===== config.mk =====
export PLATFORM = sky130hd
export DESIGN_NAME = reg_pipe
export DESIGN_NICKNAME = d
export VERILOG_FILES = /design/src/rtl/reg_pipe.sv
export SDC_FILE = /design/constraint.sdc
export NUM_CORES = 1
export LEC_CHECK = 0
export CELL_PAD_IN_SITES_DETAIL_PLACEMENT = 2
export CELL_PAD_IN_SITES_GLOBAL_PLACEMENT = 2
export CORE_ASPECT_RATIO = 1.4
export CORE_MARGIN = 2
export CORE_UTILIZATION = 38
export DETAILED_ROUTE_END_ITERATION = 8
export PLACE_DENSITY = 0.89
export SLEW_MARGIN = 15
export SYNTH_ARGS = -nofsm -noshare
export SYNTH_HDL_FRONTEND = slang
export SYNTH_SLANG_ARGS = --single-unit

===== constraint.sdc =====
create_clock -name clk -period 4.8 [get_ports clk]
set_clock_uncertainty 0.15 [all_clocks]
set_input_delay 0.48 -clock clk [delete_from_list [all_inputs] [get_ports clk]]
set_output_delay 0.48 -clock clk [all_outputs]
set_load 0.05 [all_outputs]

===== src/rtl/reg_pipe.sv =====
// -----------------------------------------------------------------------------
// reg_pipe -- parametrised multi-stage register pipeline with per-stage valid
// flags and a valid/ready handshake. Invalid stages always advance, so bubbles
// collapse and a stalled pipe compacts toward the output. The pipe holds up to
// DEPTH words.
//
// Parameters
//   WIDTH      data word width in bits (>=1)
//   DEPTH      number of register stages (>=1), equal to the capacity in words
//
// Ports
//   clk        rising-edge clock
//   rst        asynchronous active-low reset (clears all data and valid flags)
//   flush      synchronous clear of all valid flags (data left untouched)
//   in_data    upstream word
//   in_valid   upstream word present
//   in_ready   pipe accepts in_data this cycle (combinational from out_ready)
//   out_data   word held in the last stage
//   out_valid  last stage holds a valid word
//   out_ready  downstream accepts out_data this cycle
//   count      occupied stages (present only when REG_PIPE_COUNT_EN is defined)
//
// Configuration macro
//   REG_PIPE_COUNT_EN  adds the registered occupancy counter and the count port
// -----------------------------------------------------------------------------
module reg_pipe #(
    parameter int WIDTH = 5,
    parameter int DEPTH = 4
) (
    input  logic                       clk,
    input  logic                       rst,
    input  logic                       flush,
    input  logic [WIDTH-1:0]           in_data,
    input  logic                       in_valid,
    output logic                       in_ready,
    output logic [WIDTH-1:0]           out_data,
    output logic                       out_valid,
    input  logic                       out_ready
`ifdef REG_PIPE_COUNT_EN
    ,
    output logic [$clog2(DEPTH+1)-1:0] count
`endif
);

    // Stage 0 is the input side and stage DEPTH-1 is the output side.
    logic [WIDTH-1:0] stage_data_s [DEPTH];
    logic [DEPTH-1:0] stage_valid_s;
    logic [DEPTH-1:0] adv_s;

    // Advance chain: a stage may load if it is empty or the stage after it
    // advances. Evaluated from the output side back toward the input side.
    always_comb begin
        logic chain_s;
        adv_s   = {DEPTH{1'b0}};
        chain_s = out_ready;
        for (int k = DEPTH - 1; k >= 0; k--) begin
            chain_s  = ~stage_valid_s[k] | chain_s;
            adv_s[k] = chain_s;
        end
    end

    // Flush blocks acceptance so a word presented during a flush is dropped.
    assign in_ready  = adv_s[0] & ~flush;
    assign out_data  = stage_data_s[DEPTH-1];
    assign out_valid = stage_valid_s[DEPTH-1];

    for (genvar k = 0; k < DEPTH; k++) begin : g_stage
        logic [WIDTH-1:0] src_data_s;
        logic             src_valid_s;
        logic [WIDTH-1:0] data_r;
        logic             valid_r;

        if (k == 0) begin : g_first
            assign src_data_s  = in_data;
            assign src_valid_s = in_valid;
        end else begin : g_next
            assign src_data_s  = stage_data_s[k-1];
            assign src_valid_s = stage_valid_s[k-1];
        end

        // Stage register: loads from its source when advancing; an invalid
        // source only clears the valid flag so the data keeps its old value.
        always_ff @(posedge clk or negedge rst) begin
            if (!rst) begin
                data_r  <= {WIDTH{1'b0}};
                valid_r <= 1'b0;
            end else if (flush) begin
                valid_r <= 1'b0;
            end else if (adv_s[k]) begin
                if (src_valid_s) begin
                    data_r  <= src_data_s;
                    valid_r <= 1'b1;
                end else begin
                    valid_r <= 1'b0;
                end
            end else begin
                valid_r <= valid_r;
            end
        end

        assign stage_data_s[k]  = data_r;
        assign stage_valid_s[k] = valid_r;
    end

`ifdef REG_PIPE_COUNT_EN
    localparam int CW = $clog2(DEPTH + 1);

    logic          in_xfer_s;
    logic          out_xfer_s;
    logic [CW-1:0] count_r;

    // A flush cancels any transfer in its cycle, so neither side counts then.
    assign in_xfer_s  = in_valid & in_ready;
    assign out_xfer_s = out_valid & out_ready & ~flush;

    // Occupancy counter tracking the number of set valid flags.
    always_ff @(posedge clk or negedge rst) begin
        if (!rst) begin
            count_r <= {CW{1'b0}};
        end else if (flush) begin
            count_r <= {CW{1'b0}};
        end else begin
            case ({in_xfer_s, out_xfer_s})
                2'b10:   count_r <= count_r + CW'(1);
                2'b01:   count_r <= count_r - CW'(1);
                default: count_r <= count_r;
            endcase
        end
    end

    assign count = count_r;
`endif

endmodule

## After elaboration in Yosys (flattened, before gate mapping)

Index checks and enable logic that the tools add are counted.

| word-level totals | value |
|---|---|
| bits in read-only memories | 0 |
| input bits | 10 |
| bits in latches | 0 |
| bits in writable memories | 0 |
| memories kept | 0 |
| output and inout bits | 7 |
| bits in registers | 24 |
| logic and storage cells | 38 |

| operators by class | value |
|---|---|
| mux-type cells | 12 |
| magnitude comparators | 0 |
| shift-type cells | 0 |
| reductions and logical operators | 8 |
| equality and inequality tests | 0 |
| bitwise gates (word level) | 10 |
| $mul | 0 |
| div/mod/pow operators | 0 |
| add/sub/neg operators | 0 |

Operators with widths:

| kind | number |
|---|---|
| 2-to-1 mux 1 bit | 12 |
| AND reduction 3 bit | 4 |
| nonzero test 2 bit | 4 |
| inverter 1 bit | 5 |
| OR 1 bit | 4 |
| bitwise AND 1 bit | 1 |

## Longest topological paths before layout

Gate-level depths: netlist of the first run.

| depth | value |
|---|---|
| depth in word-level cells | 7 |
| depth in mapped cells | 4 |
| mapped depth without buffers | 3 |

## Worst setup path before layout of the first run

OpenSTA, ideal clock, no wires.

| timing | value |
|---|---|
| kind | reg-to-output |
| from | reg g_stage[3].valid_r (netlist: out_valid) |
| to | out in_ready |
| required time | 4.170 ns |
| path buffers | 0 |
| data arrival time | 1.632 ns |
| stages on the path, launching flop included | 3 |
| path slack | 2.538 ns |
| path through | dfrtp_1 -> and4b_4 -> a21oi_1 |

| between the ends | value |
|---|---|
| longest elaborated chain between the ends | 6 |

RTL lines:

| element | line | text |
|---|---|---|
| from (decl) | 71 | `logic valid_r;` |
| from (signal assigned) | 97 | `valid_r <= valid_r;` |
| inverter 1 bit | 57 | `chain_s = ~stage_valid_s[k] \| chain_s;` |
| OR 1 bit (4 in a row) | 57 |  |
| bitwise AND 1 bit | 63 | `assign in_ready = adv_s[0] & ~flush;` |
| to (decl) | 35 | `output logic in_ready,` |

Every way passes these cells.

## Worst setup path after layout of the first run

| timing | value |
|---|---|
| from | in out_ready |
| to | out in_ready |

| between the ends | value |
|---|---|
| longest elaborated chain between the ends | 5 |

RTL lines:

| element | line | text |
|---|---|---|
| from (decl) | 38 | `input logic out_ready` |
| OR 1 bit (4 in a row) | 57 |  |
| bitwise AND 1 bit | 63 |  |

Every way passes these cells.

==> results of run 1 <==
state kept, by name, indices dropped and copies added (netlist names):
| register | flops |
|---|---|
| out_valid | 1 |
| out_data | 5 |
| g_stage.valid_r | 3 |
| g_stage.data_r | 15 |
cells in the final DEF (no fill, tap or decap):
cell type	count
sky130_fd_sc_hd__nor2b_1	1
sky130_fd_sc_hd__nand2b_1	1
sky130_fd_sc_hd__a21oi_2	1
sky130_fd_sc_hd__mux2_1	1
sky130_fd_sc_hd__clkdlybuf4s50_1	16
sky130_fd_sc_hd__a21oi_1	3
sky130_fd_sc_hd__or3b_1	2
sky130_fd_sc_hd__dfrtp_1	24
sky130_fd_sc_hd__mux2_4	5
sky130_fd_sc_hd__clkbuf_4	3
sky130_fd_sc_hd__mux2_2	14
sky130_fd_sc_hd__a211o_1	1
sky130_fd_sc_hd__clkbuf_8	1
sky130_fd_sc_hd__nor2_1	6
sky130_fd_sc_hd__and4b_4	1
sky130_fd_sc_hd__inv_1	1
worst paths after layout:
kind,end,start,cells after the start
max in group asynchronous,out_valid$_DFFE_PN0P_,rst,1
max,in_ready,out_ready,4
min reg2reg,out_data[4]$_DFFE_PN0P_,out_data[4]$_DFFE_PN0P_,1
min,out_data[4]$_DFFE_PN0P_,out_data[4]$_DFFE_PN0P_,1
max reg2reg,g_stage[1].data_r[0]$_DFFE_PN0P_,g_stage[2].valid_r$_DFFE_PN0P_,3
min in group asynchronous,out_data[4]$_DFFE_PN0P_,rst,1
per-stage QoR:
step	power (mW)	worst slack (ns)	instances	util, %	cell area, um^2
2_1_floorplan	0.3941	2.538	64	-	965.9
3_3_place_gp	0.4436	2.040	111	48.09	1150
3_5_place_dp	0.4547	2.030	111	48.09	1150
4_1_cts	0.5578	2.026	115	49.61	1186
5_1_grt	0.5838	1.951	115	49.61	1186
6_report	0.5490	2.037	115	49.61	1186
layer usage:
metal  track usage, %  up-vias  share of wire (%)
li1                 -      256                  -
met1            17.32      270                 45
met2            18.92       12                 50
met3            1.719        5                3.0
met4            6.250        0                2.1
met5                0        -                  0
logic make-up after synthesis:
kind of cell,after synthesis,share of synthesized area (%)
simple gates,11,6.866
mux,20,25.26
compound gates,5,3.368
buf+inv,4,2.331
flops,24,62.18
power breakdown:
group          total [mW]  switching [mW]  leakage, nW  internal (mW)
sequential          0.281          0.0273        0.298          0.254
combinational       0.166          0.0863        0.207         0.0793
clock               0.102          0.0559       0.0210         0.0463
final cells by class:
class                   instances  share of cell area, %
inverters                       1                 0.3165
well taps                      34                  3.586
flip-flops and latches         24                  50.63
repair buffers                 16                  13.50
multi-input cells              36                  28.90
clock buffers                   4                  3.059
==> metrics, run 1 <==
number of fillers in the final layout=242; commonest register cell after synthesis=sky130_fd_sc_hd__dfrtp_1; Setup Buffers After CTS=0; crit-path most repeated cell=sky130_fd_sc_hd__clkdlybuf4s50_1; maximum number of buffers from clock root to sink=2; drt first pass iters=2; Power per Cell Area=462.9 nW/um^2; FP Rows=21; sum of buffers and inverters on the critical path=2; count of antenna-violating nets left after detailed routing=0; number of nets in the finished design=92; tightest slew margin relative to the limit=30.68%; total nets after synthesis=74; #FFs+latches synth=24; most numerous cell in the Yosys netlist=sky130_fd_sc_hd__dfrtp_1; number of maximum-capacitance violations=0; Register Area=600.6 um^2; biggest area contributors in the synthesized netlist=sky130_fd_sc_hd__dfrtp_1 (62%), sky130_fd_sc_hd__mux2_2 (16%), sky130_fd_sc_hd__mux2_4 (7.8%); critical path required time=4.17 ns; number of vias after detailed routing=543; maximum ir drop on the vdd rail=193.4 uV; CTS-repair resized insts=0; worst-case hold slack=0.3591 ns; Leak Pwr=0.5259 nW; number of enable flip-flop cells after synthesis=0; drt first-iter violations=6; type of the worst setup path=primary input to output pin; post-detailed-route wirelength per cell=13.50 um; largest net degree at the start of global routing=25; total of warnings raised by yosys=0; die outline area=2967 um^2; placer congestion estimate=0.6865; top-area cell type share of the netlist area=62.18%; number of hold-repair buffers added at the cts stage=0; Synth async-reset ratio=100.0%; area added between synthesis and finish=22.80%; first-pass GRT wire length=2656 um; CTS tree=done; class of the most critical hold timing path=flop to flop; post-layout min period=2.763 ns; ranking of synthesized cells by instance count=sky130_fd_sc_hd__dfrtp_1 (24), sky130_fd_sc_hd__mux2_2 (14), sky130_fd_sc_hd__nor2_1 (6); horizontal die dimension=46.61 um; Initial Utilization=40.40%; final antenna diode count=0; largest driver fanout on the critical path=5; multi-input combinational cell area=342.8 um^2; status=complete, no violations; clock latency at the later pin of the worst-skew pair=0.31 ns; final wirelength=1553 um; Total Neg Setup Slack=0 ns; number of buffers added on ports=16; overall overflow remaining after global route=0; die height=63.66 um; Mapped Avg Cell Area=15.09 um^2; vias in the first global route=549; slowest stage delay, CP=0.82 ns; post-synth design cell area=965.9 um^2; biggest area consumer among synthesized cells=sky130_fd_sc_hd__dfrtp_1; Final HPWL DP=1177 um; Std-Cell Core Area=2391 um^2; ordered list of cells on the worst path=clkdlybuf4s50_1, and4b_4, a21oi_1, clkdlybuf4s50_1; type of destination of the critical path=output pin; Slowest-stage cell, CP=sky130_fd_sc_hd__clkdlybuf4s50_1; post-CTS clock slew at the launch and capture registers of the worst setup and hold paths=0.12 ns; total number of clock tree sinks=24; Setup violations, final=0; number of antenna violations at the first check in global routing=0; I/O Pins=17; Post-Syn Instances=64; number of failing hold endpoints at the final stage=0; minimum setup slack among reg-to-reg paths=3.00 ns; max frequency=362.0 MHz; share of layout cells above drive strength 1=30.86%; cell at the root of the clock tree=sky130_fd_sc_hd__clkbuf_4; vias per cell=4.722; RSZ-0062 raised after global routing=false; crit path DAT=2.13 ns; transition time of the tightest slew-check pin=1.037 ns; Final Cycle Share=57.56%; Residual DRC=0; register area share after synthesis=62.18%; total global routing track utilization=12.59%; number of distinct library cells after synthesis=15; H-Tree Depth=1; kind of cell adding the most delay to the critical path=buffers and inverters; Final Max Tran Viols=0; crit path launch type=primary input; number of buffers inserted during clock tree synthesis=3
Note: power is estimated with default switching activity, not from simulation.
==> run 2: changes to the inputs <==
--- a/config.mk
+++ b/config.mk
@@ -9,9 +9,9 @@
 export CELL_PAD_IN_SITES_GLOBAL_PLACEMENT = 2
 export CORE_ASPECT_RATIO = 1.4
 export CORE_MARGIN = 2
-export CORE_UTILIZATION = 38
+export CORE_UTILIZATION = 35
 export DETAILED_ROUTE_END_ITERATION = 8
-export PLACE_DENSITY = 0.89
+export PLACE_DENSITY = 0.84
 export SLEW_MARGIN = 15
 export SYNTH_ARGS = -nofsm -noshare
 export SYNTH_HDL_FRONTEND = slang
==> constraint.sdc (replaced) <==
create_clock -name clk -period 2.7 [get_ports clk]
set_clock_uncertainty 0.15 [all_clocks]
set_input_delay 0.27 -clock clk [delete_from_list [all_inputs] [get_ports clk]]
set_output_delay 0.27 -clock clk [all_outputs]
set_load 0.05 [all_outputs]
==> metrics, run 2 (same netlist as run 1, synthesis figures left out) <==
status=complete, no violations (unchanged); first-pass GRT wire length=3153 um (was 2656 um); flip-flop count of the largest register after layout=15 (unchanged); tightest slew margin relative to the limit=66.88% (was 30.68%); Placed Instances=114 (was 111); type of destination of the critical path=output pin (unchanged); count of antenna-violating nets left after detailed routing=0 (unchanged); count of cell instances traversed by the critical path=1 (was 4); Power per Cell Area=826.2 nW/um^2 (was 462.9 nW/um^2); number of buffers inserted during clock tree synthesis=3 (unchanged); Initial Utilization=36.94% (was 40.40%); placer congestion estimate=0.6272 (was 0.6865); Total Neg Setup Slack=0 ns (unchanged); max frequency=513.5 MHz; leading cell type in the layout, fill and taps excluded=sky130_fd_sc_hd__dfrtp_1 (unchanged); crit path DAT=1.53 ns (was 2.13 ns); post-CTS clock slew at the launch and capture registers of the worst setup and hold paths=0.13 ns (was 0.12 ns); total global routing track utilization=13.12% (was 12.59%); critical path required time=2.28 ns (was 4.17 ns); largest driver fanout on the critical path=3 (was 5); post-detailed-route wirelength per cell=14.65 um (was 13.50 um); area added between synthesis and finish=23.57% (was 22.80%); Setup violations, final=0 (unchanged); crit path launch type=flop (was primary input); maximum ir drop on the vdd rail=371.5 uV (was 193.4 uV); slowest stage delay, CP=0.82 ns (about the same); minimum setup slack among reg-to-reg paths=0.88 ns (was 3.00 ns); final wirelength=1729 um (was 1553 um); CTS tree=done (unchanged); class of the most critical hold timing path=primary input to async pin (was flop to flop); die outline area=3202 um^2 (was 2967 um^2); type of the worst setup path=flop to output pin (was primary input to output pin); post-layout min period=1.947 ns; sum of buffers and inverters on the critical path=1 (was 2); Final Cycle Share=72.12%; number of nets in the finished design=93 (was 92); sum of internal, switching and leakage power=986.2 uW (was 549.0 uW); clock latency at the later pin of the worst-skew pair=0.31 ns (about the same); maximum number of buffers from clock root to sink=2 (unchanged); Slowest-stage cell, CP=sky130_fd_sc_hd__clkdlybuf4s50_1 (unchanged); Residual DRC=0 (unchanged); overall overflow remaining after global route=0 (unchanged); share of layout cells above drive strength 1=32.93% (was 30.86%); horizontal die dimension=48.40 um (was 46.61 um); number of hold-repair buffers added at the cts stage=0 (unchanged); vias in the first global route=650 (was 549); number of vias after detailed routing=559 (was 543); Leak Pwr=0.5316 nW (was 0.5259 nW); final antenna diode count=0 (unchanged); vias per cell=4.737 (was 4.722); number of failing hold endpoints at the final stage=0 (unchanged); drt first-iter violations=1 (was 6); launching point of the worst reg2reg path=g_stage[2].valid_r$_DFFE_PN0P_ (unchanged); number of buffers added on ports=16 (unchanged); largest net degree at the start of global routing=25 (unchanged); CTS-repair resized insts=0 (unchanged); Final Max Tran Viols=0 (unchanged); RSZ-0062 raised after global routing=false (unchanged); Setup Buffers After CTS=0 (unchanged); transition time of the tightest slew-check pin=0.4953 ns (was 1.037 ns); ordered list of cells on the worst path=clkdlybuf4s50_1 (was clkdlybuf4s50_1, and4b_4, a21oi_1, clkdlybuf4s50_1); kind of cell adding the most delay to the critical path=buffers and inverters (unchanged); number of antenna violations at the first check in global routing=0 (unchanged); depth of the worst register-to-register path=3 (unchanged); Layout Cells excl Fill=118 (was 115); start point of the critical path=out_valid$_DFFE_PN0P_ (was out_ready); Std-Cell Core Area=2615 um^2 (was 2391 um^2); drt first pass iters=2 (unchanged); commonest non-fill, non-tap cells in the layout=sky130_fd_sc_hd__dfrtp_1 (24), sky130_fd_sc_hd__clkdlybuf4s50_1 (15), sky130_fd_sc_hd__mux2_2 (14) (was sky130_fd_sc_hd__dfrtp_1 (24), sky130_fd_sc_hd__clkdlybuf4s50_1 (16), sky130_fd_sc_hd__mux2_2 (14)); number of maximum-capacitance violations=0 (unchanged); cell at the root of the clock tree=sky130_fd_sc_hd__clkbuf_4 (unchanged); register bank with the most flops=g_stage.data_r (unchanged); H-Tree Depth=1 (unchanged); I/O Pins=17 (unchanged); total number of clock tree sinks=24 (unchanged); FP Rows=22 (was 21); die height=66.16 um (was 63.66 um); worst-case hold slack=0.1500 ns (was 0.3591 ns)
-- run 2: changes by cell type in the layout (fill, tap and decap cells not counted), sizes merged --
| cell | before | now |
|---|---|---|
| buf | 0 | 2 |
| clkdlybuf4s50 | 16 | 15 |
-- run 2: where the power goes --
group	total, mW	switching (mW)	internal [mW]
Clock	0.185	0.103	0.0823
Sequential	0.502	0.0506	0.452
Combinational	0.299	0.157	0.142
Total	0.986	0.311	0.676
-- run 2: area by class of cell --
cell class,instances,area (um^2)
Multi-Input combinational cell,36,342.8
Timing Repair Buffer,17,165.2
Clock buffer,4,36.28
Sequential cell,24,600.6
Inverter,1,3.754
Fill cell,252,1421
Tap cell,36,45.04
-- run 2: worst paths after layout --
kind,end
max in group asynchronous,g_stage[1].data_r[4]$_DFFE_PN0P_
setup / recovery,out_valid
setup reg to reg,g_stage[1].data_r[0]$_DFFE_PN0P_
hold / removal,g_stage[1].data_r[2]$_DFFE_PN0P_
hold reg to reg,out_data[4]$_DFFE_PN0P_
min in group clk,out_data[4]$_DFFE_PN0P_
-- run 2: routing by layer --
layer  GRT usage [%]  vias up  routed length [um]
li1                -      258                   -
met5               0        -                   0
met2           23.09       12                 941
met4           6.429        0                  39
met3           1.584        4                  46
met1           15.96      285                 701
-- run 2: per-stage QoR --
step	setup WS, ns	cell area [um^2]	utilization, %
2_1_floorplan	0.6480	965.9	-
3_3_place_gp	0.6272	1157	44.26
3_5_place_dp	0.5860	1157	44.26
4_1_cts	0.7342	1194	45.65
5_1_grt	0.6879	1194	45.65
6_report	0.7527	1194	45.65
